$ cat config.mk
export PLATFORM = sky130hd
export DESIGN_NAME = rmii_rx
export DESIGN_NICKNAME = d
export VERILOG_FILES = /design/src/rtl/eth_types_pkg.sv /design/src/rtl/crc32_d8.sv /design/src/rtl/rmii_rx.sv
export SDC_FILE = /design/constraint.sdc
export NUM_CORES = 1
export LEC_CHECK = 0
export ABC_CLOCK_PERIOD_IN_PS = 3800
export BUFFER_PORTS_ARGS = -buffer_cell sky130_fd_sc_hd__buf_2
export CORE_MARGIN = 4
export CORE_UTILIZATION = 65
export CTS_CLUSTER_SIZE = 20
export DETAILED_ROUTE_END_ITERATION = 12
export PLACE_DENSITY = 0.94
export SYNTH_ARGS = -nofsm -noshare
export SYNTH_HDL_FRONTEND = slang
export SYNTH_HIERARCHICAL = 1
export SYNTH_SLANG_ARGS = --single-unit
$ cat constraint.sdc
create_clock -name clk -period 3.8 [get_ports clk]
set_input_delay 0.19 -clock clk [delete_from_list [all_inputs] [get_ports clk]]
set_output_delay 0.19 -clock clk [all_outputs]
set_load 0.1 [all_outputs]
$ cat src/rtl/eth_types_pkg.sv
// Shared Ethernet receive types and constants: RMII receiver states and the
// reflected CRC-32 parameters used for FCS generation and checking.
package eth_types_pkg;

    typedef enum logic [1:0] {
        IDLE,
        PREAMBLE,
        DATA,
        DRAIN
    } rmii_states;

    localparam logic [31:0] CRC32_POLY_REFL = 32'hEDB88320;
    localparam logic [31:0] CRC32_RESIDUE   = 32'hDEBB20E3;
    localparam logic [31:0] CRC32_INIT      = 32'hFFFFFFFF;
    localparam logic [7:0]  SFD_BYTE        = 8'hD5;

endpackage

$ cat src/rtl/crc32_d8.sv
// Byte-wide next-state function of the reflected CRC-32 (LSB-first).
// Purely combinational; the CRC register belongs to the caller.
module crc32_d8
    import eth_types_pkg::*;
(
    input  logic [31:0] crc_in,
    input  logic [7:0]  data_in,
    output logic [31:0] crc_out
);

    logic [31:0] crc_v;

    // Fold the byte in, then clock the LFSR eight times, one bit per step.
    always_comb begin
        crc_v = crc_in ^ {24'h000000, data_in};
        for (int i = 0; i < 8; i++) begin
            if (crc_v[0]) begin
                crc_v = (crc_v >> 1) ^ CRC32_POLY_REFL;
            end else begin
                crc_v = crc_v >> 1;
            end
        end
        crc_out = crc_v;
    end

endmodule

$ cat src/rtl/rmii_rx.sv
// RMII receive front end: qualifies dibits against crs_dv, finds the SFD,
// assembles bytes, checks the CRC-32 FCS and reports frame status.
module rmii_rx
    import eth_types_pkg::*;
#(
    parameter int MIN_PREAMBLE_DIBITS = 8,
    parameter int MAX_FRAME_BYTES     = 1522
) (
    input  logic       clk,
    input  logic       resetn,
    input  logic [1:0] rxd,
    input  logic       crs_dv,
    input  logic       rx_er,
    output logic [7:0] received_byte,
    output logic       byte_valid,
    output logic       frame_active,
    output logic       frame_done,
    output logic       fcs_ok,
    output logic       rx_error
);

    localparam int PRE_W = $clog2(MIN_PREAMBLE_DIBITS + 1);
    localparam int CNT_W = $clog2(MAX_FRAME_BYTES + 1);
    localparam logic [PRE_W-1:0] PRE_MIN = PRE_W'(MIN_PREAMBLE_DIBITS);
    localparam logic [CNT_W-1:0] CNT_MAX = CNT_W'(MAX_FRAME_BYTES);
    localparam logic [CNT_W-1:0] CNT_FCS = CNT_W'(4);

    logic [1:0]       rxd_q1, rxd_q2;
    logic             er_q1, er_q2;
    logic             dv_q1, dv_q2;
    logic             qual;

    rmii_states       state, state_next;
    logic [PRE_W-1:0] pre_cnt, pre_cnt_next;
    logic [1:0]       phase, phase_next;
    logic [5:0]       shift, shift_next;
    logic [CNT_W-1:0] byte_cnt, byte_cnt_next;
    logic             err_flag, err_next;
    logic [31:0]      crc_q, crc_next, crc_upd;
    logic [7:0]       assembled;
    logic [7:0]       byte_next;
    logic             valid_next, active_next, done_next, fcs_ok_next, rx_error_next;

    // Two-stage input pipeline so the crs_dv sample after a dibit is known
    // before that dibit is acted upon.
    always_ff @(posedge clk or negedge resetn) begin
        if (!resetn) begin
            rxd_q1 <= 2'b00;
            rxd_q2 <= 2'b00;
            er_q1  <= 1'b0;
            er_q2  <= 1'b0;
            dv_q1  <= 1'b0;
            dv_q2  <= 1'b0;
        end else begin
            rxd_q1 <= rxd;
            rxd_q2 <= rxd_q1;
            er_q1  <= rx_er;
            er_q2  <= er_q1;
            dv_q1  <= crs_dv;
            dv_q2  <= dv_q1;
        end
    end

    // A dibit is data if crs_dv was high with it or on the following cycle;
    // a dibit that fails this means two consecutive low samples (end of carrier).
    assign qual      = dv_q2 | dv_q1;
    assign assembled = {rxd_q2, shift};

    crc32_d8 u_crc (
        .crc_in  (crc_q),
        .data_in (assembled),
        .crc_out (crc_upd)
    );

    // State and datapath registers, including the registered outputs.
    always_ff @(posedge clk or negedge resetn) begin
        if (!resetn) begin
            state         <= IDLE;
            pre_cnt       <= '0;
            phase         <= 2'd0;
            shift         <= 6'd0;
            byte_cnt      <= '0;
            err_flag      <= 1'b0;
            crc_q         <= CRC32_INIT;
            received_byte <= 8'h00;
            byte_valid    <= 1'b0;
            frame_active  <= 1'b0;
            frame_done    <= 1'b0;
            fcs_ok        <= 1'b0;
            rx_error      <= 1'b0;
        end else begin
            state         <= state_next;
            pre_cnt       <= pre_cnt_next;
            phase         <= phase_next;
            shift         <= shift_next;
            byte_cnt      <= byte_cnt_next;
            err_flag      <= err_next;
            crc_q         <= crc_next;
            received_byte <= byte_next;
            byte_valid    <= valid_next;
            frame_active  <= active_next;
            frame_done    <= done_next;
            fcs_ok        <= fcs_ok_next;
            rx_error      <= rx_error_next;
        end
    end

    // Next-state and next-output logic for preamble hunt, byte assembly and drain.
    always_comb begin
        state_next    = state;
        pre_cnt_next  = pre_cnt;
        phase_next    = phase;
        shift_next    = shift;
        byte_cnt_next = byte_cnt;
        err_next      = err_flag;
        crc_next      = crc_q;
        byte_next     = received_byte;
        valid_next    = 1'b0;
        active_next   = frame_active;
        done_next     = 1'b0;
        fcs_ok_next   = 1'b0;
        rx_error_next = 1'b0;

        case (state)
            IDLE: begin
                if (qual) begin
                    if (rxd_q2 == 2'b01) begin
                        state_next   = PREAMBLE;
                        pre_cnt_next = PRE_W'(1);
                    end else if (rxd_q2 != 2'b00) begin
                        state_next = DRAIN;
                    end
                end
            end
            PREAMBLE: begin
                if (!qual) begin
                    state_next = IDLE;
                end else if (rxd_q2 == 2'b01) begin
                    if (pre_cnt < PRE_MIN) begin
                        pre_cnt_next = pre_cnt + PRE_W'(1);
                    end
                end else if ((rxd_q2 == 2'b11) && (pre_cnt >= PRE_MIN)) begin
                    byte_next     = SFD_BYTE;
                    valid_next    = 1'b1;
                    active_next   = 1'b1;
                    phase_next    = 2'd0;
                    byte_cnt_next = '0;
                    err_next      = 1'b0;
                    crc_next      = CRC32_INIT;
                    state_next    = DATA;
                end else begin
                    state_next = DRAIN;
                end
            end
            DATA: begin
                if (!qual) begin
                    done_next     = 1'b1;
                    active_next   = 1'b0;
                    rx_error_next = err_flag | (phase != 2'd0);
                    fcs_ok_next   = (crc_q == CRC32_RESIDUE) && !err_flag &&
                                    (phase == 2'd0) && (byte_cnt >= CNT_FCS);
                    err_next      = rx_error_next;
                    state_next    = IDLE;
                end else begin
                    err_next   = err_flag | er_q2;
                    shift_next = {rxd_q2, shift[5:2]};
                    phase_next = phase + 2'd1;
                    if (phase == 2'd3) begin
                        if (byte_cnt == CNT_MAX) begin
                            done_next     = 1'b1;
                            active_next   = 1'b0;
                            rx_error_next = 1'b1;
                            state_next    = DRAIN;
                        end else begin
                            byte_next     = assembled;
                            valid_next    = 1'b1;
                            crc_next      = crc_upd;
                            byte_cnt_next = byte_cnt + CNT_W'(1);
                        end
                    end
                end
            end
            DRAIN: begin
                if (!qual) begin
                    state_next = IDLE;
                end
            end
            default: begin
                state_next = IDLE;
            end
        endcase
    end

endmodule

==> results of run 1 <==
## sequential cells by signal (all words and copies together), names as in the netlist
name,flops
fcs_ok,1
dv_q2,1
dv_q1,1
state,2
shift,6
rxd_q1,2
err_flag,1
frame_active,1
pre_cnt,4
phase,2
crc_q,32
rx_error,1
received_byte,8
byte_cnt,11
er_q2,1
rxd_q2,2
frame_done,1
er_q1,1
byte_valid,1
## logic make-up after synthesis
group / after synthesis
AO/OA/AOI/OAI: 127
XOR/XNOR: 63
adder cells (fa/ha/maj): 11
buffers and inverters: 42
flip-flops: 79
multiplexers: 8
AND/OR/NAND/NOR: 167
## how the worst min path moves through the flow
stage                                   endpoint  slack, ns
floorplan                byte_cnt[0]$_DFFE_PN0P_      -0.11
finish              received_byte[3]$_DFFE_PN0P_      -0.04
CTS                 received_byte[3]$_DFFE_PN0P_     0.0009
detailed placement               er_q1$_DFF_PN0_       0.30
global route        received_byte[3]$_DFFE_PN0P_       0.02
global placement             rxd_q1[1]$_DFF_PN0_       0.30
## synth_stat cells (12+ instances only)
master / number
sky130_fd_sc_hd__a21oi_1: 48
sky130_fd_sc_hd__dfrtp_1: 47
sky130_fd_sc_hd__nand3_1: 14
sky130_fd_sc_hd__o21ai_0: 16
sky130_fd_sc_hd__nand2b_1: 40
sky130_fd_sc_hd__dfstp_2: 32
sky130_fd_sc_hd__xnor2_1: 26
sky130_fd_sc_hd__nor2_1: 12
sky130_fd_sc_hd__nor3_1: 37
sky130_fd_sc_hd__o22ai_1: 37
sky130_fd_sc_hd__nand2_1: 22
sky130_fd_sc_hd__clkbuf_1: 20
## worst reg2reg max path, cell delays in order, from the launching register on
cell and delay [ns]:
sky130_fd_sc_hd__dfrtp_1 0.44, sky130_fd_sc_hd__inv_1 0.10, sky130_fd_sc_hd__ha_1 0.47, sky130_fd_sc_hd__nand4_1 0.31
sky130_fd_sc_hd__a21oi_4 0.82, sky130_fd_sc_hd__buf_4 0.35, sky130_fd_sc_hd__o22ai_1 0.13, sky130_fd_sc_hd__a21oi_1 0.20
## through the flow
| stage | setup WS, ns | instance area (sq um) | utilization (%) | std cells | hold WS, ns |
|---|---|---|---|---|---|
| 3_5_place_dp | 1.036 | 5224 | 67.95 | 591 | 0.2994 |
| 5_1_grt | 0.7005 | 5453 | 70.93 | 611 | 0.01563 |
| 4_1_cts | 0.9788 | 5453 | 70.93 | 611 | 0.0009438 |
| 3_3_place_gp | 1.196 | 5224 | 67.95 | 591 | 0.2991 |
| 2_1_floorplan | 1.827 | 5092 | - | 497 | -0.1056 |
| 6_report | 0.9020 | 5453 | 70.93 | 611 | -0.04220 |
## layout by cell type, fill, tap and decap left out, types with 8 or more instances in the layout
cell / instances
sky130_fd_sc_hd__xnor2_2: 8
sky130_fd_sc_hd__nand3_1: 14
sky130_fd_sc_hd__inv_1: 9
sky130_fd_sc_hd__o21ai_0: 16
sky130_fd_sc_hd__xnor2_1: 26
sky130_fd_sc_hd__a21oi_1: 48
sky130_fd_sc_hd__nand2_1: 22
sky130_fd_sc_hd__clkbuf_8: 10
sky130_fd_sc_hd__dfstp_2: 32
sky130_fd_sc_hd__buf_2: 17
sky130_fd_sc_hd__dfrtp_1: 47
sky130_fd_sc_hd__nor3_1: 37
sky130_fd_sc_hd__nand2b_1: 40
sky130_fd_sc_hd__xnor3_1: 11
sky130_fd_sc_hd__nor2_1: 12
sky130_fd_sc_hd__nand4_1: 11
sky130_fd_sc_hd__o22ai_1: 37
sky130_fd_sc_hd__ha_1: 10
## final cells by class
class / count / area (sq um)
Timing Repair Buffer: 28 / 177.7
Multi-Input combinational cell: 376 / 2904
Inverter: 10 / 37.54
Tap cell: 102 / 127.6
Fill cell: 541 / 2235
Sequential cell: 79 / 2017
Clock inverter: 6 / 51.30
Clock buffer: 10 / 137.6
## per-layer routing
layer / up-vias / global-route usage, %
met5: - / 0
met4: 0 / 12.85
met3: 30 / 5.500
met2: 165 / 45.06
met1: 1964 / 36.36
li1: 1817 / -
==> summary by stage, run 1 <==
Status
The run finished, with violations left. The checks that failed: hold timing.

Global routing
Entering global routing, the biggest net connects 80 pins. The total overflow reported by the global router is 0. The first global-routing pass estimated between 15000 and 20000 um of wire. The number of antenna violations at the first check in global routing is 0. The number of global-route vias before repair is 4004. Global routing consumed, over all layers together, 27.91% of the routing resources.

Yosys
The cell area that synthesis handed to floorplanning was 0.005092 sq mm. The count of flip-flops with a built-in enable after synthesis is 0. Summed over its instances, the top area cell type makes up a little under a quarter of the synthesized netlist area. Among all flip-flop cells after synthesis, the most frequent one is sky130_fd_sc_hd__dfrtp_1. The number of warnings reported in the yosys synthesis log is 6.

Counting flops and latches in the post-synthesis netlist gives 79. After synthesis, the largest family of logic cells by area is XOR/XNOR gates. Of the total synthesized cell area, the portion taken by XOR and XNOR cells is about a fifth. Synthesis produced 497 cells. In the synthesized netlist, mux cells make up under 10% of the area. Sequential cells were found to cover 39.61% of the synthesized design area. After Yosys synthesis, and, or, nand and nor cells account for between 10% and 20% of the synthesized area. Sorting the synthesized cells by area gives the leading types as sky130_fd_sc_hd__dfrtp_1 (23%), sky130_fd_sc_hd__dfstp_2 (17%), sky130_fd_sc_hd__nand2b_1 (4.9%). The proportion of synthesized flip-flops having asynchronous set or reset is 100.0%. The synthesized netlist devotes 15.43% of its cell area to compound gates.

The post-synthesis cell type with the largest combined area is sky130_fd_sc_hd__dfrtp_1. After synthesis, the netlist uses 65 different library cells. The average cell area after synthesis is ~10 sq um. Of the total synthesized cell area, the portion taken by full adders, half adders and majority gates is ~2.7%. Counting every net in the synthesized netlist gives 514.

Critical path
In this run the number of cells on the critical path is 7. For flop-to-flop paths, the worst setup slack is about 0.9 ns. The critical path is of the flip-flop to flip-flop type. The required time at the worst-slack endpoint is just over 4 ns. The worst-path cell with the longest stage delay is sky130_fd_sc_hd__a21oi_4. Among cell families on the critical path, the largest total delay comes from compound AO/OA/AOI/OAI gates.

The critical path contains buffers and inverters numbering 2 combined. Traced cell by cell, the critical path runs through inv_1 -> ha_1 -> nand4_1 -> a21oi_4 -> buf_4 -> o22ai_1 -> a21oi_1. For the worst setup path, the data arrival time is around 3.2 ns. The worst-case reg-to-reg path depth is 7.

For this run, the slowest stage of the critical path takes 0.81 ns. The worst reg2reg path startpoint is state[1]$_DFFE_PN0P_. The capture instance of the worst register-to-register path is crc_q[2]$_DFFE_PN1P_. The most critical setup path has its startpoint at state[1]$_DFFE_PN0P_. The highest fanout seen on the critical path is 33. The critical path endpoint category is a flip-flop. The capture point of the worst path is crc_q[2]$_DFFE_PN1P_. The sort of element at the start of the critical path is a flip-flop.

Floorplanning
Pin placement for this block handled 19 I/O pins. For this configuration, the core starts out at a cell density of 66.24%. The die boundary width is 96.51 um. The floorplan step set the die height to approximately 97 um. The placeable core region is 0.007687 sq mm.

After floorplanning, the core was divided into 32 placement rows. The floorplan step defined a die boundary enclosing ~0.0093 sq mm.

Routing
In the routed design, unresolved DRC markers number 0. The highest metal layer carrying signal wires in the routed design is met4. The detailed router's first-iteration violation count is 306.

The routed length per placed instance is 19.22 um. In the routed layout, each cell is associated on average with a via count of 6.507. The final wirelength is roughly 12000 um. The sum of met3 wire segment lengths after detailed routing is 789 um.

The detailed router put a total of slightly below 5000 um of wire on met1. In the detailed route, the total length drawn on met2 is around 5800 um. The total via count after detailed routing is 3976. The first detailed-routing pass ran for 5 iterations. The count of nets left with antenna violations once routing finished came out at 0.

Clock network
The number of H-tree levels is 3. The post-cts repair resize count is 0. Once the clock tree was built, the setup fixing pass inserted 0 buffers. The root buffer selected by CTS is sky130_fd_sc_hd__clkbuf_8. In this run, post-CTS hold repair placed 4 buffers. The CTS tree is built. The clock latency reported for the late side of the worst-skew pair is ~0.37 ns.

The number of clock sinks is 79. After clock tree synthesis, the clock-pin slew on the worst setup and hold paths is 0.10 ns. The maximum count of clock buffers along a single path is 2. TritonCTS created 9 clock buffers.

Timing
The number of failing setup endpoints in the final timing report is 0. At the pin with the least slew margin, the transition time is 0.9582 ns. Summed over all failing endpoints, the final setup total negative slack is 0 ns. The routed design could run at a clock period as short as 2.898 ns.

Setup repair after global routing left no endpoint under its margin. The final max-slew violation count was 0. Timing would allow up to 345.1 MHz. The normalized max-slew margin is between 30% and 40%. The hold slack is -0.04220 ns.

The maximum clock skew at final layout is 0.01536 ns. In the finished design, the share of the clock period the worst path needs comes to 76.26%. The final number of hold-violating endpoints was 29.

Placement
During placement, the flow inserted port buffers numbering 18. The half-perimeter wire length after detailed placement is 7615 um. The congestion estimate from routability-driven global placement came to just under 0.9.

Cells and area
The final net count is 521. The count of antenna diodes in the layout is 0. The area growth from synthesis to layout is 7.076%. Cells with a size suffix above 1 make up 19.84% of the layout.

Worst hold path
The worst hold path belongs to the class input pin to async pin.

Job
The reported max-cap violation count is 0.
Power of run 1 is not shown: default switching activity piles up to over one toggle a cycle in this logic, so the estimate is an artifact.
==> inputs of run 2 (changes only) <==
ABC_CLOCK_PERIOD_IN_PS = 2600   (was 3800)
CORE_UTILIZATION = 57   (was 65)
PLACE_DENSITY = 0.88   (was 0.94)
clock period = 2.6 ns   (was 3.8 ns; I/O delays follow)
==> run 2 against run 1 <==
  * Global-route usage is 4.4 points lower
  * The flow now finishes without violations
  * Wire length is 3.0% lower
  * Critical path depth is 1 lower
  * Critical path type unchanged
  * Largest cell class unchanged
  * Non-clock buffer count is 2 higher
==> summary by stage, run 2 (synthesis results as in run 1) <==
Status
The flow ran to the end, and the final reports show no timing, DRC or antenna violations.

Critical path
STA classifies the critical path endpoint as a flip-flop. The critical path data arrival time came to 2.53 ns (-0.66 ns). The highest fanout seen on the critical path came to 7 (-79%). The worst setup path is of the flip-flop to flip-flop kind.

STA classifies the critical path startpoint as a flip-flop. The required time at the worst-slack endpoint is 2.85 ns (-1.25 ns). The worst-case reg-to-reg path depth was 6 (-1).

Routing
The detailed router's first-iteration violation count was 276 (-9.8%). The routed length per placed instance was 18.41 um (-4.3%). The total via count after detailed routing came to 3922 (-1.4%). The final wirelength is 11390 um (-3.0%).

The detail-routed via count per cell is 6.336 (-2.6%). The residual DRC count is 0 (unchanged). The residual antenna-violating net count after detailed routing is 0 (unchanged).

The first-pass detailed-route iteration total is 5 (unchanged).

Cells and area
The area used by multi-input combinational logic is 0.002904 sq mm (unchanged). The count of antenna diodes in the layout is 0 (unchanged). The fill cell total of the finished layout came to 645 (+19%). In the final layout, the registers with the most flip-flops are crc_q: 32 flops, byte_cnt: 11 flops, received_byte: 8 flops.

The area growth from synthesis to layout is 8.378%. The proportion of layout cells with a drive suffix above 1 came to 19.96% (+0.12 points). In the layout the commonest cells are sky130_fd_sc_hd__a21oi_1 (48), sky130_fd_sc_hd__dfrtp_1 (47), sky130_fd_sc_hd__nand2b_1 (40). The area taken by flip-flops and latches is 0.002017 sq mm (unchanged).

Leaving out fill and tap cells, the most frequent cell in the layout is sky130_fd_sc_hd__a21oi_1. The final net count is 523 (+0.38%). The register with the most flip-flops is crc_q.

The number of flip-flops under the largest register name is 32 (unchanged).

Clock network
The maximum count of clock buffers along a single path is 2 (unchanged). The TritonCTS buffer count is 9 (unchanged). The clock latency reported for the late side of the worst-skew pair was 0.36 ns (about the same).

The clock input transition at the sequential cells of the worst setup and hold paths was 0.08 ns (-0.02 ns). Clock tree synthesis selected as its root buffer the cell sky130_fd_sc_hd__clkbuf_8. The number of H-tree levels came to 3 (unchanged). The number of clock sinks is 79 (unchanged). The post-cts repair resize count is 0 (unchanged).

The CTS tree is built.

Timing
The slew at the pin closest to its max-slew limit is 0.9596 ns (+0.001406 ns). The achievable frequency is 440.2 MHz (+28%). The final max-slew violation count was 0 (unchanged). The total negative setup slack is 0 ns (unchanged). The maximum clock skew at final layout is 0.01250 ns (-0.002853 ns). The normalized max-slew margin is 36.03% (-0.094 points). The number of failing setup endpoints in the final timing report is 0 (unchanged). The post-route minimum period was 2.272 ns (-0.6261 ns).

The share of the cycle needed by the critical path after routing is 87.38% (+11 points). Setup repair after global routing left no endpoint under its margin. The final number of hold-violating endpoints is 0 (-100%).

Global routing
The largest net degree at the start of global routing is 88 (+10%). The total overflow reported by the global router was 0 (unchanged). The total routing usage reported by global routing is 23.53% (-4.4 points).

The number of antenna violations at the first check in global routing is 0 (unchanged). The first-pass GRT wire length is 19440 um (-2.5%). The number of global-route vias before repair is 3890 (-2.8%).

Worst hold path
The worst hold path depth is 0. The worst hold-check path type is flip-flop to flip-flop.

Floorplanning
The die boundary height is 102.5 um (+6.2%). The placeable core region is 0.008721 sq mm (+13%). The die area came to 0.01051 sq mm (+13%). The die boundary width is 102.5 um (+6.2%). The initial cell density of the core came to 58.39% (-7.9 points). The total number of placement rows was 34 (+6.3%). The top-level port count is 19 (unchanged).

Placement
The half-perimeter wire length after detailed placement was 7461 um (-2.0%). The weighted congestion at the end of routability-driven global placement is 0.9056 (+4.6%). The quantity of I/O buffers inserted on ports came to 18 (unchanged).

Job
The reported max-cap violation count was 0 (unchanged).
run 2: metal layers:
layer  GRT usage [%]  part of all wire [%]  vias to the layer above
met4           8.375                   3.0                        0
met1           32.20                    42                     1907
met2           38.03                    48                      161
li1                -                     -                     1823
met5               0                     0                        -
met3           3.992                   6.6                       31
run 2: path summary, 6_finish.rpt:
kind	from	slack [ns]	endpoint
min in group asynchronous	resetn	0.48	byte_valid$_DFF_PN0_
setup / recovery	rxd_q2[1]$_DFF_PN0_	0.33	crc_q[5]$_DFFE_PN1P_
hold / removal	er_q1$_DFF_PN0_	0.36	er_q2$_DFF_PN0_
max in group asynchronous	resetn	1.52	received_byte[1]$_DFFE_PN0P_
hold reg to reg	er_q1$_DFF_PN0_	0.36	er_q2$_DFF_PN0_
setup reg to reg	rxd_q2[1]$_DFF_PN0_	0.33	crc_q[5]$_DFFE_PN1P_
run 2: critical path, cell delays in order, from the launching register on:
cell	delay [ns]
sky130_fd_sc_hd__dfrtp_1	0.53
sky130_fd_sc_hd__xnor2_2	0.50
sky130_fd_sc_hd__xnor2_2	0.29
sky130_fd_sc_hd__inv_2	0.13
sky130_fd_sc_hd__xnor3_1	0.38
sky130_fd_sc_hd__nor3_1	0.23
sky130_fd_sc_hd__a21oi_1	0.10
run 2: stage by stage:
step	hold WS, ns	cells	util, %	worst slack (ns)	instance area, sq um
3_3_place_gp	0.2387	598	60.07	0.4305	5239
5_1_grt	0.3683	619	63.29	0.2314	5519
6_report	0.3554	619	63.29	0.3281	5519
2_1_floorplan	-0.1656	497	-	0.6270	5092
4_1_cts	0.3574	619	63.29	0.3423	5519
3_5_place_dp	0.2397	598	60.07	0.3575	5239
run 2: cell type report:
cell class	instances	share of cell area [%]
clock buffer	10	2.494
tap	108	2.448
clock inverter	6	1.678
timing repair buffer	30	3.537
sequential	79	36.54
multi-input combinational	376	52.62
inverter	10	0.6801
run 2: repair_timing:
item                                   4_1_cts  5_1_grt
buffers inserted                             0        0
hold buffers                                 5        0
endpoints found under the hold margin       51        0
Power of run 2 is left out for the same reason.
==> inputs of run 3 (changes only) <==
ABC_AREA = 1   (was not set)
SKIP_LAST_GASP = 1   (was not set)
==> run 3 against run 2 <==
  * First-iteration DRC count increased by 69%
  * Worst setup slack got worse by 0.041 ns
  * Area after synthesis rose by 1.8%
  * Critical path type unchanged
  * Non-clock buffer count fell by 2
  * Hold slack improved by 0.0021 ns
==> summary by stage, run 3 <==
Yosys
The cell count after synthesis was 701 (+41%). The number of warnings reported in the yosys synthesis log is 6 (unchanged). Among all flip-flop cells after synthesis, the most frequent one is sky130_fd_sc_hd__dfrtp_1. The part of the Yosys area used for sequential elements is 38.91% (-0.70 points). The average cell area after synthesis came to 7.395 sq um (-28%). The post-synthesis sequential element count is 79 (unchanged). The synthesized design spends more area on one cell type than any other, namely sky130_fd_sc_hd__dfrtp_1. The count of flip-flops with a built-in enable after synthesis is 0 (unchanged).

The proportion of netlist area held by the largest area contributor is 22.69% (-0.41 points). The proportion of synthesized flip-flops having asynchronous set or reset was 100.0% (unchanged). By count the netlist is led by sky130_fd_sc_hd__nand2_1 (258), sky130_fd_sc_hd__nand3_1 (72), sky130_fd_sc_hd__inv_1 (60), sky130_fd_sc_hd__dfrtp_1 (47), sky130_fd_sc_hd__xor2_1 (41). The post-synthesis cell area is 0.005184 sq mm (+1.8%). The most frequently used cell type in the post-synthesis netlist is sky130_fd_sc_hd__nand2_1.

In the post-synthesis netlist, the biggest area contributors are sky130_fd_sc_hd__dfrtp_1 (23%), sky130_fd_sc_hd__nand2_1 (19%), sky130_fd_sc_hd__dfstp_2 (16%). The count of unique library cells instantiated by Yosys came to 30 (-54%). The number of nets produced by synthesis is 718 (+40%).

Cells and area
The count of antenna diodes in the layout is 0 (unchanged). The number of flip-flops under the largest register name came to 32 (unchanged). The largest registers in the layout are crc_q: 32 flops, byte_cnt: 11 flops, received_byte: 8 flops.

The register with the most flip-flops is crc_q. The proportion of layout cells with a drive suffix above 1 was 18.81% (-1.2 points). The most frequent standard cell in the layout excluding fill and tap cells is sky130_fd_sc_hd__nand2_1. Relative to the synthesized area, the layout overhead comes to 7.362%. Leaving out fill and tap cells, the most frequent cells in the layout are sky130_fd_sc_hd__nand2_1 (258), sky130_fd_sc_hd__nand3_1 (72), sky130_fd_sc_hd__inv_1 (60).

The final net count was 735 (+41%).

Critical path
The sum of buffers and inverters on the critical path is 3 (+2). The highest cell delay on the worst timing path came to 0.42 ns (-0.11 ns). The startpoint identified for the worst register-to-register timing path is state[1]$_DFFE_PN0P_. Among cell families on the critical path, the largest total delay comes from simple AND/OR/NAND/NOR gates. The endpoint identified for the worst register-to-register timing path is received_byte[5]$_DFFE_PN0P_. In this design, the critical path's most frequently occurring cell is sky130_fd_sc_hd__nand2_1. The start point of the critical path is state[1]$_DFFE_PN0P_.

The worst setup path is captured at a flip-flop. The highest fanout seen on the critical path is 51 (+44). The largest individual stage delay along the critical path comes from the cell sky130_fd_sc_hd__dfrtp_1.

The worst-case reg-to-reg path depth was 9 (+3). The critical path ends at received_byte[5]$_DFFE_PN0P_. The number of logic stages on the critical path including buffering is 9 (+3). The type of the worst setup path is flip-flop to flip-flop. The sort of element at the start of the critical path is a flip-flop. The required time at the worst-slack endpoint came to 2.87 ns (+0.02 ns). Walking the worst path, the cells encountered are inv_1 -> ha_1 -> inv_1 -> a21oi_1 -> nand2_1 -> inv_2 -> nand2_4 -> nand2_1 -> nand2_1.

The critical path data arrival time is 2.58 ns (+0.05 ns). The slack of the worst reg-to-reg path was 0.29 ns (-0.04 ns).

Timing
The post-route minimum period is 2.313 ns (+0.04090 ns). The normalized max-slew margin is 34.66% (-1.4 points). The share of the cycle needed by the critical path after routing is 88.95% (+1.6 points). The final number of hold-violating endpoints was 0 (unchanged). The total negative setup slack came to 0 ns (unchanged). The number of failing setup endpoints in the final timing report came to 0 (unchanged).

Setup repair after global routing left no endpoint under its margin. The final max-slew violation count is 0 (unchanged). The slew at the pin closest to its max-slew limit was 0.9801 ns (+0.02050 ns). The achievable frequency is 432.4 MHz (-1.8%). The maximum clock skew at final layout came to 0.01363 ns (+0.001127 ns).

Global routing
The first-pass GRT wire length is 20590 um (+5.9%). The total overflow reported by the global router is 0 (unchanged). The total routing usage reported by global routing was 24.55% (+1.0 points).

The number of global-route vias before repair is 4390 (+13%). The largest net degree at the start of global routing is 80 (-9.1%). The number of antenna violations at the first check in global routing is 0 (unchanged).

Clock network
In this run the clock root is driven by a sky130_fd_sc_hd__clkbuf_8. The number of clock sinks was 79 (unchanged). The number of H-tree levels was 3 (unchanged). The TritonCTS buffer count is 9 (unchanged). TritonCTS built the clock tree. The maximum count of clock buffers along a single path is 2 (unchanged). The post-cts repair resize count is 0 (unchanged). The clock input transition at the sequential cells of the worst setup and hold paths was 0.09 ns (about the same).

The hold-fix buffer count after cts came to 5 (unchanged). The post-CTS setup-driven buffer insertion count is 0 (unchanged). The clock latency reported for the late side of the worst-skew pair is 0.37 ns (about the same).

Placement
The half-perimeter wire length after detailed placement was 7897 um (+5.9%). The weighted congestion at the end of routability-driven global placement was 0.9218 (+1.8%). The quantity of I/O buffers inserted on ports is 18 (unchanged).

Job
The reported max-cap violation count came to 0 (unchanged).

Worst hold path
The worst hold-check path type is flip-flop to flip-flop.

Routing
The residual antenna-violating net count after detailed routing is 0 (unchanged). The total via count after detailed routing came to 4563 (+16%). The detail-routed via count per cell is 5.491 (-13%). The routed length per placed instance is 14.44 um (-22%).

The first-pass detailed-route iteration total is 5 (unchanged). The detailed router's first-iteration violation count was 467 (+69%). The residual DRC count is 0 (unchanged). The final wirelength is 12000 um (+5.3%).

Floorplanning
The die boundary width is 103.4 um (+0.82%). The die area is 0.01068 sq mm (+1.7%). The placeable core region was 0.008806 sq mm (+0.98%).

The total number of placement rows is 34 (unchanged). The initial cell density of the core is 58.87% (+0.47 points). The top-level port count is 19 (unchanged).

The die boundary height was 103.4 um (+0.82%).

Status
The run finished with clean final reports.
==> run 3: cell count changes after synthesis, sizes merged, moves of 40 or more <==
cell and delta:
nand2b -40, inv +52, nand3 +59, a21oi -43, nand2 +264
==> run 3: cell families (layout without fill, tap and decap cells) <==
family / count (synthesis) / after routing / synth area share, %
AOI/OAI and AO/OA: 29 / 29 / 2.969
buffers and inverters: 84 / 106 / 7.000
and+or+nand+nor: 446 / 446 / 39.32
DFF: 79 / 79 / 38.91
adders and majority gates: 11 / 11 / 2.655
xor gates and xnor gates: 52 / 52 / 9.148
==> run 3: per-layer routing <==
| layer | routed length (um) | vias up | GRT usage [%] | part of all wire, % |
|---|---|---|---|---|
| li1 | - | 2222 | - | - |
| met1 | 5084 | 2143 | 31.61 | 42 |
| met2 | 5747 | 165 | 40.05 | 48 |
| met3 | 819 | 33 | 5.366 | 6.8 |
| met4 | 347 | 0 | 10.16 | 2.9 |
| met5 | 0 | - | 0 | 0 |
==> run 3: cell type report <==
| class | count | area [sq um] |
|---|---|---|
| fillers | 718 | 3241 |
| multi-input cells | 538 | 2804 |
| flip-flops and latches | 79 | 2017 |
| inverters | 62 | 232.7 |
| repair buffers | 28 | 180.2 |
| well taps | 108 | 135.1 |
| clock buffers | 10 | 127.6 |
| clock inverters | 6 | 68.82 |
==> run 3: worst min-delay path by stage <==
stage / slack (ns) / endpoint / start / cells past startpoint
after detailed placement: 0.24 / rxd_q1[0]$_DFF_PN0_ / rxd[0] / 1
after global routing: 0.37 / er_q2$_DFF_PN0_ / er_q1$_DFF_PN0_ / 0
after floorplan: -0.17 / byte_cnt[0]$_DFFE_PN0P_ / resetn / 0
after CTS: 0.36 / er_q2$_DFF_PN0_ / er_q1$_DFF_PN0_ / 0
after global placement: 0.24 / er_q1$_DFF_PN0_ / rx_er / 1
final: 0.36 / rxd_q2[1]$_DFF_PN0_ / rxd_q1[1]$_DFF_PN0_ / 0
==> run 3: per-stage QoR <==
step / instance area, sq um / hold WS, ns / std cells / util [%] / setup WS, ns
floorplan: 5184 / -0.1656 / 701 / - / 0.8294
detailed placement: 5319 / 0.2393 / 810 / 60.40 / 0.2994
global placement: 5319 / 0.2385 / 810 / 60.40 / 0.4387
finish: 5565 / 0.3575 / 831 / 63.20 / 0.2872
global route: 5565 / 0.3683 / 831 / 63.20 / 0.04144
CTS: 5565 / 0.3586 / 831 / 63.20 / 0.2994
Power of run 3 is left out for the same reason.
